`src/rtl/smg_pkg.sv`:
```
// smg_pkg: seven-segment code table and encoder shared by the scan display.
package smg_pkg;
  localparam logic [7:0] SEG_OFF_AL = 8'hFF;
  localparam logic [15:0][7:0] SEG_CODES = {
    8'h8E, 8'h86, 8'hA1, 8'hC6, 8'h83, 8'h88, 8'h90, 8'h80,
    8'hF8, 8'h82, 8'h92, 8'h99, 8'hB0, 8'hA4, 8'hF9, 8'hC0
  };
  function automatic logic [7:0] seg_encode(input logic [3:0] nibble, input logic dp);
    return dp ? (SEG_CODES[nibble] & 8'h7F) : SEG_CODES[nibble];
  endfunction
endpackage

```
`src/rtl/smg_scan_timer.sv`:
```
// smg_scan_timer: slot prescaler, digit index and slot-advance pulse.
module smg_scan_timer #(
  parameter int DIGITS = 4,
  parameter int SCAN_DIV = 50000,
  localparam int CW = $clog2(SCAN_DIV),
  localparam int IW = DIGITS > 1 ? $clog2(DIGITS) : 1
)(
  input  logic          CLK,
  input  logic          RSTn,
  output logic [CW-1:0] cnt,
  output logic [IW-1:0] idx,
  output logic          slot_start
);
  logic tc;
  assign tc = cnt == CW'(SCAN_DIV - 1);
  always_ff @(posedge CLK or negedge RSTn)
    if (!RSTn) begin
      cnt        <= '0;
      idx        <= '0;
      slot_start <= 1'b0;
    end else begin
      cnt        <= tc ? '0 : cnt + 1'b1;
      idx        <= !tc ? idx : (idx == IW'(DIGITS - 1)) ? '0 : idx + 1'b1;
      slot_start <= tc;
    end
endmodule

```
`src/rtl/smg_scan_display.sv`:
```
// smg_scan_display: latched multi-digit hex value scanned onto a multiplexed
// seven-segment header with anti-ghost blanking and leading-zero suppression.
module smg_scan_display import smg_pkg::*; #(
  parameter int DIGITS = 4,
  parameter int SCAN_DIV = 50000,
  parameter int BLANK_CYCLES = 1,
  parameter bit SEG_ACTIVE_LOW = 1,
  parameter bit SCAN_ACTIVE_LOW = 1,
  parameter bit LZ_BLANK = 0
)(
  input  logic                  CLK,
  input  logic                  RSTn,
  input  logic                  Load,
  input  logic [4*DIGITS-1:0]   Number_Data,
  input  logic [DIGITS-1:0]     Dp_In,
  input  logic [DIGITS-1:0]     Blank_Mask,
  output logic [7:0]            SMG_Data,
  output logic [DIGITS-1:0]     SMG_Scan,
  output logic                  Slot_Start
);
  localparam int CW = $clog2(SCAN_DIV);
  localparam int IW = DIGITS > 1 ? $clog2(DIGITS) : 1;
  localparam logic [7:0] SEG_OFF = SEG_ACTIVE_LOW ? SEG_OFF_AL : ~SEG_OFF_AL;
  localparam logic [DIGITS-1:0] SCAN_OFF = {DIGITS{SCAN_ACTIVE_LOW}};

  logic [DIGITS-1:0][3:0] num_q;
  logic [DIGITS-1:0]      dp_q, mask_q, lz, onehot;
  logic [CW-1:0]          cnt;
  logic [IW-1:0]          idx;
  logic                   slot_tick, all_zero, blank, dark;
  logic [7:0]             seg_al;

  smg_scan_timer #(.DIGITS(DIGITS), .SCAN_DIV(SCAN_DIV)) u_timer (
    .CLK(CLK), .RSTn(RSTn), .cnt(cnt), .idx(idx), .slot_start(slot_tick)
  );

  always_ff @(posedge CLK or negedge RSTn)
    if (!RSTn) begin
      num_q  <= '0;
      dp_q   <= '0;
      mask_q <= '0;
    end else if (Load) begin
      num_q  <= Number_Data;
      dp_q   <= Dp_In;
      mask_q <= Blank_Mask;
    end

  // A digit is a leading zero when it and every digit to its left are zero.
  always_comb begin
    lz = '0;
    all_zero = 1'b1;
    for (int i = DIGITS - 1; i > 0; i--) begin
      all_zero = all_zero && (num_q[i] == 4'd0);
      lz[i] = all_zero;
    end
  end

  assign blank  = int'(cnt) < BLANK_CYCLES;
  assign dark   = mask_q[idx] || (LZ_BLANK && lz[idx]);
  assign seg_al = (blank || dark) ? SEG_OFF_AL : seg_encode(num_q[idx], dp_q[idx]);
  assign onehot = DIGITS'(1) << idx;

  always_ff @(posedge CLK or negedge RSTn)
    if (!RSTn) begin
      SMG_Data   <= SEG_OFF;
      SMG_Scan   <= SCAN_OFF;
      Slot_Start <= 1'b0;
    end else begin
      SMG_Data   <= SEG_ACTIVE_LOW ? seg_al : ~seg_al;
      SMG_Scan   <= blank ? SCAN_OFF : SCAN_ACTIVE_LOW ? ~onehot : onehot;
      Slot_Start <= slot_tick;
    end
endmodule

```
`config.mk`:
```
export PLATFORM = sky130hd
export DESIGN_NAME = smg_scan_display
export DESIGN_NICKNAME = d
export VERILOG_FILES = /design/src/rtl/smg_pkg.sv /design/src/rtl/smg_scan_timer.sv /design/src/rtl/smg_scan_display.sv
export SDC_FILE = /design/constraint.sdc
export NUM_CORES = 1
export LEC_CHECK = 0
export ABC_AREA = 1
export BUFFER_PORTS_ARGS = -buffer_cell sky130_fd_sc_hd__buf_4
export CAP_MARGIN = 20
export CORE_MARGIN = 8
export CORE_UTILIZATION = 41
export CTS_CLUSTER_SIZE = 12
export DETAILED_ROUTE_END_ITERATION = 6
export PLACE_DENSITY = 0.71
export SYNTH_ARGS = -nofsm -noshare
export SYNTH_HDL_FRONTEND = slang
export SYNTH_HIERARCHICAL = 1
export SYNTH_SLANG_ARGS = --single-unit
```
`constraint.sdc`:
```
create_clock -name CLK -period 2.3 [get_ports CLK]
set_clock_uncertainty 0.2 [all_clocks]
set_input_delay 0.46 -clock CLK [delete_from_list [all_inputs] [get_ports CLK]]
set_output_delay 0.46 -clock CLK [all_outputs]
set_load 0.05 [all_outputs]
```
Yosys cells after proc, flatten, opt, wreduce, memory -nomap -nowiden
Memory sizes are Yosys's and may differ from the RTL's.
Cells that the tools add are included.
{"block": "word_totals", "reg_bits": 56, "romBits": 128, "out_inout_bits": 13, "wordCells": 35, "memories": 1}
{"block": "classes", "addsub": 2, "magnitude_cmp": 3, "n_eq_ne": 2, "shifts": 1, "mux": 12, "bitwise_logic": 1, "reduce_logical": 1}
{"memory": "(no name shown)", "words": 16, "word_bits": 8, "rd": 1, "rd_clocked_by_memory_dff": 0, "wr": 0, "line": "smg_pkg.sv:9", "source": "return dp ? (SEG_CODES[nibble] & 8'h7F) : SEG_CODES[nibble];"}
{"cell": "2-to-1 mux 8 bit", "count": 3}
{"cell": "adder 16 x 1 -> 16 bit, second input constant", "count": 1}
{"cell": "== test 16 bit, second input constant", "count": 1}
{"cell": "less-than comparator 16 x 1 -> 1 bit, second input constant", "count": 1}
{"cell": "2-to-1 mux 16 bit", "count": 1}
{"cell": "binary-select mux 4 bit (select 2 bit)", "count": 1}
{"cell": "2-to-1 mux 4 bit", "count": 2}
{"cell": "less-than comparator 4 x 5 -> 1 bit, second input constant", "count": 1}
{"cell": "binary-select mux 1 bit (select 2 bit)", "count": 2}
{"cell": "NOT 4 bit", "count": 1}
{"cell": "left shift 1 x 2 -> 4 bit, first input constant", "count": 1}
{"cell": "less-than comparator 2 x 3 -> 1 bit, second input constant", "count": 1}
{"cell": "adder 2 x 1 -> 2 bit, second input constant", "count": 1}
{"cell": "== test 2 bit, second input constant", "count": 1}
{"cell": "2-to-1 mux 1 bit", "count": 2}
{"cell": "2-to-1 mux 2 bit", "count": 1}
{"cell": "logical OR 1 bit", "count": 1}

Longest topological paths before layout
Gate-level depths: netlist of run 1.
{"block": "depth", "word_depth": 6, "depth_mapped": 13}

Cells and area by module
The synthesis of run 1 kept the hierarchy.
{"module": "smg_scan_display", "n_inst": 1, "cells_each": 219, "area_per_inst_um2": 2009.4, "seq_area_each_um2": 940.9}
{"module": "smg_scan_timer", "n_inst": 1, "cells_each": 132, "area_per_inst_um2": 1046.0, "seq_area_each_um2": 475.5}

Least setup slack after synthesis of run 1
OpenSTA, ideal clock, no wires.
{"block": "synth_path", "path_kind": "flip-flop to flip-flop", "from": "register u_timer.idx[0]", "to": "register SMG_Data[0]", "setup_ns": 0.084, "arrival_ns": 1.497, "path_slack_ns": 0.519, "path_stages_with_launch": 12, "path_buffers": 2, "synth_period_minus_slack_ns": 1.781, "cell_sequence": "dfrtp_1 -> buf_6 -> buf_8 -> nand3_2 -> nand2_2 -> nor2_4 -> inv_1 -> ha_1 -> inv_1 -> nand3_1 -> nand3_1 -> nand3_1"}
{"block": "synth_between", "elab_chain_len": 6}
{"item": "start: declaration", "line": "smg_scan_timer.sv:11", "source": "output logic [IW-1:0] idx,"}
{"item": "start signal: assignment", "line": "smg_scan_timer.sv:23", "source": "idx <= !tc ? idx : (idx == IW'(DIGITS - 1)) ? '0 : idx + 1'b1;"}
{"item": "binary-select mux 4 bit (select 2 bit)", "line": "smg_scan_display.sv:60", "source": "assign seg_al = (blank || dark) ? SEG_OFF_AL : seg_encode(num_q[idx], dp_q[idx]);"}
{"item": "2-to-1 mux 4 bit (not written as such)", "line": "smg_scan_display.sv:60"}
{"item": "memory read (16 x 8 bit)"}
{"item": "2-to-1 mux 8 bit (not written as such)", "line": "smg_pkg.sv:9"}
{"item": "2-to-1 mux 8 bit", "line": "smg_pkg.sv:9"}
{"item": "2-to-1 mux 8 bit *", "line": "smg_scan_display.sv:60"}
{"item": "via seg_al[0]", "line": "smg_scan_display.sv:31", "source": "logic [7:0] seg_al;"}
{"item": "end signal: assignment", "line": "smg_scan_display.sv:69", "source": "SMG_Data <= SEG_ACTIVE_LOW ? seg_al : ~seg_al;"}
{"item": "end: declaration", "line": "smg_scan_display.sv:17", "source": "output logic [7:0] SMG_Data,"}
The timed path passes the listed nets; every way through them passes the cells marked *. The select of a mux whose other input is x is not followed.
A chain may end at the register's enable or synchronous reset.

Final worst setup path of run 1
{"block": "layout_path", "from": "register u_timer.idx[1]", "to": "register SMG_Data[0]"}
Same word-level chain as after synthesis.

==> impl_results.md, run 1 <==
* Ports at 40
* Rows at 31
* Remaining Overflow, GRT at 0
* Syn nets at 386
* Setup TNS at 0 ns
* Cell Pwr Density at approximately 570 nW/um^2
* Post-CTS setup buffer count at 0
* Syn avg cell area at between 8 and 9 sq um
* Max Cap Viol at 0
* Startpoint types: flip-flop
* Initial Util at 42.13%
* Layout cells sized above 1 at between 30% and 40%
* Tmin final at slightly above 2 ns
* Seq/Total Area, Yosys at 46.36%
* Antenna violations before repair at 0
* Worst setup margin at roughly 0.25 ns
* Die W at 102.3 microns
* Input/output buffers at 39
* Tot Pwr at about 2.0 mW
* Post-DR wirelength/cell at 11.98 microns
* CTS tree: yes
* Die Area at between 10000 and 15000 sq um
* Leak pwr at 1.769 nW
* Crit path kind: reg -> reg
* Root cell of the clock tree: clkbuf_8
* Clk sinks at 56
* Total track usage at 12.39%
* Dpl hpwl at 4.564 mm
* Commonest cells after routing, fill and taps aside: 102 x nand2_1, 44 x dfrtp_1, 41 x buf_4
* Synth warn at 6
* Via density at ~4.6
* Final wirelength at approximately 5.9 mm
* Number of diodes at 0
* F_max at 488.4 MHz
* Critical path peak fanout at 12
* Clk slew on worst S/H paths at between 0.1 and 0.15 ns
* Post-cts resize count at 0
* Area after DPL at 3436 sq um
* CTS buffer count at 5
* DR pass1 iterations at 4
* H-tree levels at 2
* Post-route DRC violation count at 0
* Finish-stage setup viols at 0
* Status: complete, but fails checks
* Vias in the first global route at 2248
* Largest net degree at the start of global routing at 57
* Tcrit/Tclk final at approximately 90%
* Worst vdd ir at between 0.0003 and 0.0004 V
* First-pass GRT wire length at 10.37 mm
* Final ANT Viol Nets at 0
* Post-synthesis instance area at 3055 sq um
* Die Y at 102.3 microns
* Data arrival, critical path at 2.09 ns
* Fin. Hold Viols at between 40 and 50
* Hold_buf cts at 0
* Final net count at 428
* DR iter-0 viols at 101
* Post-Syn Instances at 351
* Clock Tree Buf Depth at 2
* Synth-to-Final Area Change at 15.60%
* Hold WC Path Type: in -> async
* Most common cell after layout, fill and taps aside: nand2_1
* Crit. End Element: flip-flop
* Worst r2r path cells at 10
* Core region area at 7253 sq um
* Pre-CTS setup slack at around 0.27 ns
* Max-Slew Margin vs Limit at 54.78%
* Failing checks: negative hold slack
* GPL Wtd Cong at 0.8622
* Post-synthesis register bit count at 56
* Post-synthesis cell type count at 34
* Worst skew pair latency at 0.32 ns
* Vias at 2285
* RSZ-0062 raised after global routing: no
* Tightest Pin Transition at roughly 0.68 ns
* Cell area after layout at 3532 sq um
* WHS at -0.02428 ns
* Req. time, crit path at 2.35 ns
* Final Max Tran Viols at 0
[synthesized netlist by cell type]
master / count / area [sq um]
nand2_1: 102 / 382.9
dfrtp_1: 44 / 1101
nor2_1: 39 / 146.4
inv_1: 33 / 123.9
nand3_1: 23 / 115.1
mux2_2: 17 / 191.4
nand2_2: 15 / 93.84
dfstp_2: 12 / 315.3
ha_1: 8 / 100.1
o21ai_0: 7 / 35.03
nand3_2: 6 / 60.06
nor2_4: 5 / 56.30
xor2_1: 5 / 43.79
o21ai_1: 4 / 20.02
nor2_2: 3 / 18.77
buf_2: 2 / 10.01
buf_6: 2 / 22.52
inv_2: 2 / 7.510
nand2_4: 2 / 22.52
nand3_4: 2 / 35.03
nand4_1: 2 / 12.51
nor3_1: 2 / 10.01
nor3_4: 2 / 32.53
o21ai_2: 2 / 17.52
a21oi_1: 1 / 5.000
a21oi_4: 1 / 16.27
buf_8: 1 / 15.01
clkbuf_1: 1 / 3.750
clkinv_2: 1 / 5.000
inv_4: 1 / 6.260
inv_6: 1 / 8.760
nor2b_1: 1 / 6.260
o2111ai_1: 1 / 8.760
or2_2: 1 / 6.260
[routing by layer]
| metal | part of all wire, % | vias to the layer above | global-route usage (%) | routed length [microns] |
|---|---|---|---|---|
| met5 | 0 | - | 0 | 0 |
| met4 | 1.3 | 0 | 3.837 | 74 |
| met3 | 5.7 | 7 | 2.997 | 339 |
| met2 | 45 | 44 | 19.14 | 2656 |
| met1 | 48 | 1051 | 16.63 | 2838 |
| li1 | - | 1183 | - | - |
[power breakdown]
| group | switching, mW | total (mW) | leakage [nW] | internal, mW |
|---|---|---|---|---|
| Sequential | 0.0301 | 1.09 | 0.675 | 1.06 |
| Combinational | 0.217 | 0.348 | 1.05 | 0.131 |
| Clock | 0.346 | 0.570 | 0.0463 | 0.224 |
[state kept, by name, indices dropped and copies added (netlist names)]
register            count
SMG_Data                8
SMG_Scan                4
Slot_Start              1
dp_q                    4
mask_q                  4
num_q                  16
u_timer/cnt            16
u_timer/idx             2
u_timer/slot_start      1
[final cells by class]
type                       count  area, sq um
fill                         689         3721
multi-input combinational    251         1436
clock buffer                   5        68.82
sequential                    56         1416
inverter                      38        151.4
timing repair buffer          41        307.8
tap                           99        123.9
clock inverter                 3        27.53
[kinds of logic after synthesis]
| group | synth area share [%] |
|---|---|
| flops | 46.36 |
| compound gates | 3.358 |
| buf+inv | 6.634 |
| fa+ha+maj | 3.276 |
| xor+xnor | 1.433 |
| mux | 6.265 |
| simple gates | 32.68 |
[critical path, cell delays in order (launching register included)]
cell     delay (ns)
dfrtp_1        0.69
inv_6          0.11
nand3_2        0.09
nand2_2        0.07
nor2_4         0.17
inv_1          0.10
ha_1           0.22
inv_1          0.06
nand3_1        0.08
nand3_1        0.09
nand3_1        0.08
[worst paths after layout]
path / slack, ns / to / from
max: 0.25 / SMG_Data[0] / u_timer/idx[1]
min: -0.02 / dp_q[1] / RSTn
max reg2reg: 0.25 / SMG_Data[0] / u_timer/idx[1]
min reg2reg: 0.17 / Slot_Start / u_timer/slot_start
max in group asynchronous: 1.48 / u_timer/cnt[3] / RSTn
min in group CLK: 0.14 / num_q[11] / Number_Data[11]
[stage by stage]
stage | hold WS [ns] | utilization [%] | instances
3_5_place_dp | 0.1544 | 47.37 | 485
2_1_floorplan | -0.03559 | - | 351
6_report | -0.02428 | 48.70 | 493
4_1_cts | 0.008854 | 48.70 | 493
3_3_place_gp | 0.1329 | 47.37 | 485
5_1_grt | 0.03764 | 48.70 | 493
Note: power is estimated with default switching activity, not from simulation.
==> run 2: changes to the inputs <==
--- a/config.mk
+++ b/config.mk
@@ -8,8 +8,8 @@
 export ABC_AREA = 1
 export BUFFER_PORTS_ARGS = -buffer_cell sky130_fd_sc_hd__buf_4
 export CAP_MARGIN = 20
-export CORE_MARGIN = 8
 export CORE_UTILIZATION = 41
+export CTS_BUF_LIST = sky130_fd_sc_hd__clkbuf_8
 export CTS_CLUSTER_SIZE = 12
 export DETAILED_ROUTE_END_ITERATION = 6
 export PLACE_DENSITY = 0.71
==> run 2 against run 1 <==
Effect of this change:
- the run still ends with negative hold slack left
- via count is 0.96% higher
- total power shrank 0.84%
- cell count stayed put
- maximum frequency increased by 1.3%
- clock power decreased by 3%
- core utilization grew 0.18 points
- combinational power about the same
- critical path type unchanged
- highest routed layer unchanged
- flip-flop and latch count is the same
- setup slack improved by 0.027 ns
- sequential share of layout area up 0.071 points
- design area shrank 0.18%
- sequential power about the same
==> impl_results.md, run 2 (synthesis gave the netlist of run 1 again) <==
* Startpoint types: flip-flop
* Worst r2r path cells at 10 (unchanged)
* Worst vdd ir at 0.0002964 V (-6.9%)
* Filler cells at 711 (+3.2%)
* Final wirelength at 5.713 mm (-3.3%)
* Most common cell on crit path: nand3_1
* Initial Util at 42.35% (+0.23 points)
* CTS tree: yes
* Clk slew on worst S/H paths at 0.10 ns (about the same)
* Final Max Tran Viols at 0 (unchanged)
* Die W at 88.33 microns (-14%)
* GPL Wtd Cong at 0.8430 (-2.2%)
* Root cell of the clock tree: clkbuf_8
* Clk sinks at 56 (unchanged)
* Data arrival, critical path at 2.06 ns (-0.03 ns)
* F_max at 494.9 MHz (+1.3%)
* Clock Tree Buf Depth at 2 (unchanged)
* Vias at 2307 (+0.96%)
* Antenna violations before repair at 0 (unchanged)
* Tmin final at 2.021 ns (-0.02691 ns)
* Via density at 4.680 (+0.96%)
* Crit. End Element: flip-flop
* Req. time, crit path at 2.34 ns (about the same)
* Max-Slew Margin vs Limit at 54.76% (about the same)
* Commonest cells after routing, fill and taps aside: 102 x nand2_1, 44 x dfrtp_1, 41 x buf_4
* RR Endpoint: SMG_Data[0]
* Post-Place Cells at 485 (unchanged)
* Slowest stage delay, CP at 0.68 ns (about the same)
* Hold_buf cts at 0 (unchanged)
* Rows at 31 (unchanged)
* Tcrit/Tclk final at 87.86% (-1.2 points)
* Remaining Overflow, GRT at 0 (unchanged)
* Tot Pwr at 1.992 mW (-0.84%)
* Critical path buffers and inverters at 3 (unchanged)
* DR pass1 iterations at 4 (unchanged)
* Max stage delay cell, worst path: dfrtp_1
* Post-cts resize count at 0 (unchanged)
* H-tree levels at 2 (unchanged)
* Tightest Pin Transition at 0.6786 ns (+0.0002065 ns)
* Post-layout util at 48.87% (+0.18 points)
* Worst-path cell chain: inv_6 -> nand3_2 -> nand2_2 -> nor2_4 -> inv_1 -> ha_1 -> inv_1 -> nand3_1 -> nand3_1 -> nand3_1
* Largest regs: num_q x16, u_timer/cnt x16, SMG_Data x8
* Fin. Hold Viols at 21 (-52%)
* Post-route DRC violation count at 0 (unchanged)
* Crit path kind: reg -> reg
* Die Y at 88.33 microns (-14%)
* Status: complete, but fails checks
* RSZ-0062 raised after global routing: no
* Critical path peak fanout at 12 (unchanged)
* Failing checks: negative hold slack
* Post-DR wirelength/cell at 11.59 microns (-3.3%)
* Worst skew pair latency at 0.31 ns (about the same)
* Vias in the first global route at 2144 (-4.6%)
* Total track usage at 16.44% (+4.1 points)
* WHS at -0.01894 ns (+0.005333 ns)
* Final ANT Viol Nets at 0 (unchanged)
* Die Area at 7801 sq um (-25%)
* Largest net degree at the start of global routing at 57 (unchanged)
* Max Cap Viol at 0 (unchanged)
* Dpl hpwl at 4.290 mm (-6.0%)
* R2R Path Start: u_timer/idx[1]
* Setup TNS at 0 ns (unchanged)
* Post-CTS setup buffer count at 0 (unchanged)
* Hold WC Path Type: in -> async
* Fin cells at 493 (unchanged)
* CTS buffer count at 5 (unchanged)
* Most common cell after layout, fill and taps aside: nand2_1
* Finish-stage setup viols at 0 (unchanged)
* CP delay by family, top: flip-flops
* Cell Pwr Density at 565.0 nW/um^2 (-0.66%)
* Final net count at 428 (unchanged)
* Flop-to-flop setup slack at 0.28 ns (+0.03 ns)
* Layout cells sized above 1 at 30.46% (-0.51 points)
* First-pass GRT wire length at 9.894 mm (-4.6%)
* Synth-to-Final Area Change at 15.40%
* DR iter-0 viols at 116 (+15%)
* Core region area at 7214 sq um (-0.53%)
* Number of diodes at 0 (unchanged)
* Leak pwr at 1.777 nW (+0.43%)
* Input/output buffers at 39 (unchanged)
* Ports at 40 (unchanged)
## run 2: cell type report
cell class                      count  area (sq um)  area share, %
Clock buffer                        6         82.58          2.342
Tap cell                           99         123.9          3.513
Clock inverter                      2         7.507         0.2129
Timing Repair Buffer               41         307.8          8.730
Inverter                           38         151.4          4.294
Sequential cell                    56          1416          40.17
Multi-Input combinational cell    251          1436          40.74
## run 2: report_power, final
part | leakage, nW | internal, mW | switching (mW)
Clock | 0.0538 | 0.238 | 0.316
Sequential | 0.675 | 1.06 | 0.0297
Combinational | 1.05 | 0.132 | 0.216
Total | 1.78 | 1.43 | 0.561
## run 2: stage by stage
| stage | instance area (sq um) | setup WS, ns |
|---|---|---|
| after global routing | 3526 | 0.08422 |
| after detailed placement | 3436 | 0.2807 |
| after CTS | 3526 | 0.2675 |
| after global placement | 3436 | 0.3681 |
| after floorplan | 3055 | 0.5195 |
| final | 3526 | 0.2792 |
## run 2: worst register-to-register path, stage by stage (launching register included)
cell,delay [ns]
dfrtp_1,0.68
inv_6,0.11
nand3_2,0.09
nand2_2,0.07
nor2_4,0.16
inv_1,0.10
ha_1,0.23
inv_1,0.06
nand3_1,0.07
nand3_1,0.08
nand3_1,0.09
## run 2: worst max path at each step
stage,start,cells after the start,slack (ns),end
3_5_place_dp,u_timer/idx[1],10,0.28,SMG_Data[0]
3_3_place_gp,u_timer/idx[1],10,0.37,SMG_Data[0]
2_1_floorplan,u_timer/idx[0],11,0.52,SMG_Data[0]
4_1_cts,u_timer/idx[1],10,0.27,SMG_Data[0]
5_1_grt,u_timer/idx[1],10,0.08,SMG_Data[0]
6_report,u_timer/idx[1],10,0.28,SMG_Data[0]
## run 2: layer usage
layer / GRT usage [%] / up-vias / routed length [microns]
li1: - / 1191 / -
met1: 23.41 / 1057 / 2768
met2: 25.24 / 55 / 2628
met3: 3.825 / 4 / 252
met4: 4.399 / 0 / 63
met5: 0 / - / 0
==> run 3: changes to the inputs <==
--- a/config.mk
+++ b/config.mk
@@ -5,14 +5,14 @@
 export SDC_FILE = /design/constraint.sdc
 export NUM_CORES = 1
 export LEC_CHECK = 0
-export ABC_AREA = 1
+export ABC_AREA = 0
 export BUFFER_PORTS_ARGS = -buffer_cell sky130_fd_sc_hd__buf_4
 export CAP_MARGIN = 20
 export CORE_UTILIZATION = 41
 export CTS_BUF_LIST = sky130_fd_sc_hd__clkbuf_8
 export CTS_CLUSTER_SIZE = 12
 export DETAILED_ROUTE_END_ITERATION = 6
-export PLACE_DENSITY = 0.71
+export PLACE_DENSITY = 0.72
 export SYNTH_ARGS = -nofsm -noshare
 export SYNTH_HDL_FRONTEND = slang
 export SYNTH_HIERARCHICAL = 1
==> constraint.sdc (replaced) <==
create_clock -name CLK -period 2.56 [get_ports CLK]
set_clock_uncertainty 0.2 [all_clocks]
set_input_delay 0.512 -clock CLK [delete_from_list [all_inputs] [get_ports CLK]]
set_output_delay 0.512 -clock CLK [all_outputs]
set_load 0.05 [all_outputs]
==> run 3 against run 2 <==
Effect of this change:
- the flow now finishes without violations
- largest power group unchanged
- critical endpoint unchanged
- die area is 11% lower
- clock-buffer cell count is 1 lower
- synthesized area fell by 11%
- critical path depth fell by 3
- worst hold slack better by 0.060 ns
- clock power is 4% higher
- first-iteration DRC count fell by 56%
- total power fell by 6.3%
- via count shrank 26%
- wire length fell by 19%
- synthesized cell count down 40%
==> impl_results.md, run 3 <==
* Worst r2r path cells at 7 (-3)
* Layout cells sized above 1 at 39.44% (+9.0 points)
* Ports at 40 (unchanged)
* Crit path kind: reg -> reg
* Clock power share at 30.7% (+2.9 points)
* Via density at 5.226 (+12%)
* Vias in the first global route at 1684 (-21%)
* Post-synth EDFFs at 0 (unchanged)
* Post-cts resize count at 0 (unchanged)
* Synth top area share at 40.61% (+4.6 points)
* Clock Tree Buf Depth at 2 (unchanged)
* Crit. End Element: flip-flop
* Final Max Tran Viols at 0 (unchanged)
* Cell Pwr Density at 586.9 nW/um^2 (+3.9%)
* Ys flop type: dfrtp_1
* Req. time, crit path at 2.57 ns (+0.23 ns)
* Async SR Flop Fraction at 100.0% (unchanged)
* Simple-gate share of the synthesized area at 13.34% (-19 points)
* Largest family of logic cells by synthesized area: multiplexers
* Max Cap Viol at 0 (unchanged)
* Vias at 1714 (-26%)
* Hold WC Path Type: in -> async
* Synth-to-Final Area Change at 17.26%
* Dpl hpwl at 3.348 mm (-22%)
* Worst skew pair latency at 0.30 ns (about the same)
* Syn nets at 245 (-37%)
* Clk slew on worst S/H paths at 0.10 ns (about the same)
* CTS tree: yes
* Max stage delay cell, worst path: mux4_1
* Leak pwr at 1.382 nW (-22%)
* Filler cells at 547 (-23%)
* Final net count at 285 (-33%)
* WHS at 0.04095 ns (+0.05990 ns)
* Worst vdd ir at 0.0004421 V (+49%)
* RSZ-0062 raised after global routing: no
* Tightest Pin Transition at 0.6808 ns (+0.002236 ns)
* H-tree levels at 2 (unchanged)
* Total track usage at 14.30% (-2.1 points)
* Root cell of the clock tree: clkbuf_8
* Synth Area in Adders at 3.692% (+0.42 points)
* Syn avg cell area at 12.91 sq um (+48%)
* Synth Area in Compound Gates at 3.692% (+0.33 points)
* Count leader, synth: dfrtp_1
* CP delay by family, top: multiplexers
* DR pass1 iterations at 4 (unchanged)
* Final ANT Viol Nets at 0 (unchanged)
* Die Y at 83.32 microns (-5.7%)
* Critical path buffers and inverters at 2 (-1)
* Sw Pwr at 484.1 uW (-14%)
* Worst-path cell chain: mux4_1 -> inv_1 -> ha_1 -> inv_1 -> nand2_1 -> o2bb2ai_1 -> o31ai_1
* Post-DR wirelength/cell at 14.16 microns (+22%)
* Remaining Overflow, GRT at 0 (unchanged)
* Tcrit/Tclk final at 92.58% (+4.7 points)
* GPL Wtd Cong at 0.8158 (-3.2%)
* CTS buffer count at 5 (unchanged)
* Hold_buf cts at 0 (unchanged)
* Post-CTS setup buffer count at 0 (unchanged)
* Number of diodes at 0 (unchanged)
* First-pass GRT wire length at 8.093 mm (-18%)
* Comb pwr share at 16.6% (-0.9 points)
* Post-route DRC violation count at 0 (unchanged)
* Int Pwr at 1.382 mW (-3.4%)
* Critical path peak fanout at 7 (-5)
* Input/output buffers at 39 (unchanged)
* Post-synthesis register bit count at 56 (unchanged)
* R2R Path Start: u_timer/idx[0]
* Largest net degree at the start of global routing at 57 (unchanged)
* Most common cell on crit path: inv_1
* Sequential share of power at 52.6% (-2.2 points)
* Slowest stage delay, CP at 0.69 ns (about the same)
* Die Area at 6942 sq um (-11%)
* Status: finished clean
* F_max at 421.9 MHz (-15%)
* Mux contribution to synthesized area at 19.01% (+13 points)
* Switching share of power at 25.95% (-2.2 points)
* Synth warn at 6 (unchanged)
* Post-Syn Instances at 210 (-40%)
* Largest regs: num_q x16, u_timer/cnt x16, SMG_Data x8
* Commonest cells after routing, fill and taps aside: 44 x dfrtp_1, 42 x buf_4, 28 x mux2_2
* Antenna violations before repair at 0 (unchanged)
* Setup TNS at 0 ns (unchanged)
* Seq/Total Area, Yosys at 52.24% (+5.9 points)
* Die W at 83.32 microns (-5.7%)
* Finish-stage setup viols at 0 (unchanged)
* Post-Synth XOR/XNOR Area at 5.168% (+3.7 points)
* Clk sinks at 56 (unchanged)
* Synth top cells by count: 44 x dfrtp_1, 28 x mux2_2, 17 x nor2_1
* DR iter-0 viols at 51 (-56%)
* Initial Util at 42.70% (+0.35 points)
* Most common cell after layout, fill and taps aside: dfrtp_1
* Dominant cell type by area after synthesis: dfrtp_1
* Post-synthesis instance area at 2711 sq um (-11%)
* Ranking of synthesized cells by area: dfrtp_1 41%, dfstp_2 12%, mux2_2 12%, mux4_1 3.9%, ha_1 3.7%
* Startpoint types: flip-flop
* Crit. Startpoint: u_timer/idx[0]
* Tmin final at 2.370 ns (+0.3494 ns)
* Rows at 29 (-6.5%)
* Core region area at 6350 sq um (-12%)
* Data arrival, critical path at 2.38 ns (+0.32 ns)
* Final wirelength at 4.646 mm (-19%)
* Register area at 1416 sq um (unchanged)
* Max-Slew Margin vs Limit at 54.61% (-0.15 points)
* Post-synthesis cell type count at 39 (+15%)
* Fin. Hold Viols at 0 (-100%)
* Footprint of the multi-input gates at 1217 sq um (-15%)
* Instance count on the critical path at 7 (-3)
-- run 3: area by class of cell --
class,count,area share (%)
Sequential cell,56,44.55
Multi-Input combinational cell,139,38.29
Inverter,6,0.7084
Timing Repair Buffer,42,9.917
Clock inverter,3,1.338
Tap cell,77,3.030
Clock buffer,5,2.165
-- run 3: worst reg2reg max path, stage by stage (launching register included) --
cell and delay [ns]:
dfrtp_1 0.51, mux4_1 0.69, inv_1 0.17, ha_1 0.24, inv_1 0.09, nand2_1 0.07
o2bb2ai_1 0.06, o31ai_1 0.26
-- run 3: final timing paths --
check	to	slack [ns]
worst max-delay path	SMG_Data[0]	0.19
worst min-delay path	dp_q[1]	0.04
worst max register to register	SMG_Data[0]	0.19
worst min register to register	Slot_Start	0.16
max in group asynchronous	u_timer/cnt[2]	1.67
min in group CLK	Slot_Start	0.16
-- run 3: through the flow --
stage                     worst slack, ns  std cells  util, %  cell area [sq um]  power (mW)
after global routing              0.02037        328    50.07               3179       1.951
final                              0.1899        328    50.07               3179       1.866
after CTS                          0.1733        328    50.07               3179       1.879
after detailed placement           0.1878        320    48.32               3068       1.312
after global placement             0.3154        320    48.32               3068       1.304
after floorplan                    0.3893        210        -               2711       1.208
-- run 3: metal layers --
metal	up-vias	GRT usage (%)	part of all wire, %
met5	-	0	0
met4	0	2.821	0.67
met3	2	3.280	3.4
met2	38	21.68	45
met1	840	21.13	51
li1	834	-	-
-- run 3: logic make-up (layout without fill, tap and decap cells) --
logic type               Yosys count  after routing
multiplexers                      39             39
buffers and inverters             15             56
flip-flops                        56             56
AO/OA/AOI/OAI                     13             13
AND/OR/NAND/NOR                   63             63
XOR/XNOR                          16             16
adder cells (fa/ha/maj)            8              8
-- run 3: power by group through the flow --
stage	registers, mW	clock network, mW	logic, mW
final	0.982	0.574	0.310
after global routing	0.989	0.623	0.338
after CTS	0.982	0.583	0.313
after detailed placement	1.00	0	0.312
after global placement	0.997	0	0.307
after floorplan	1.06	0	0.147
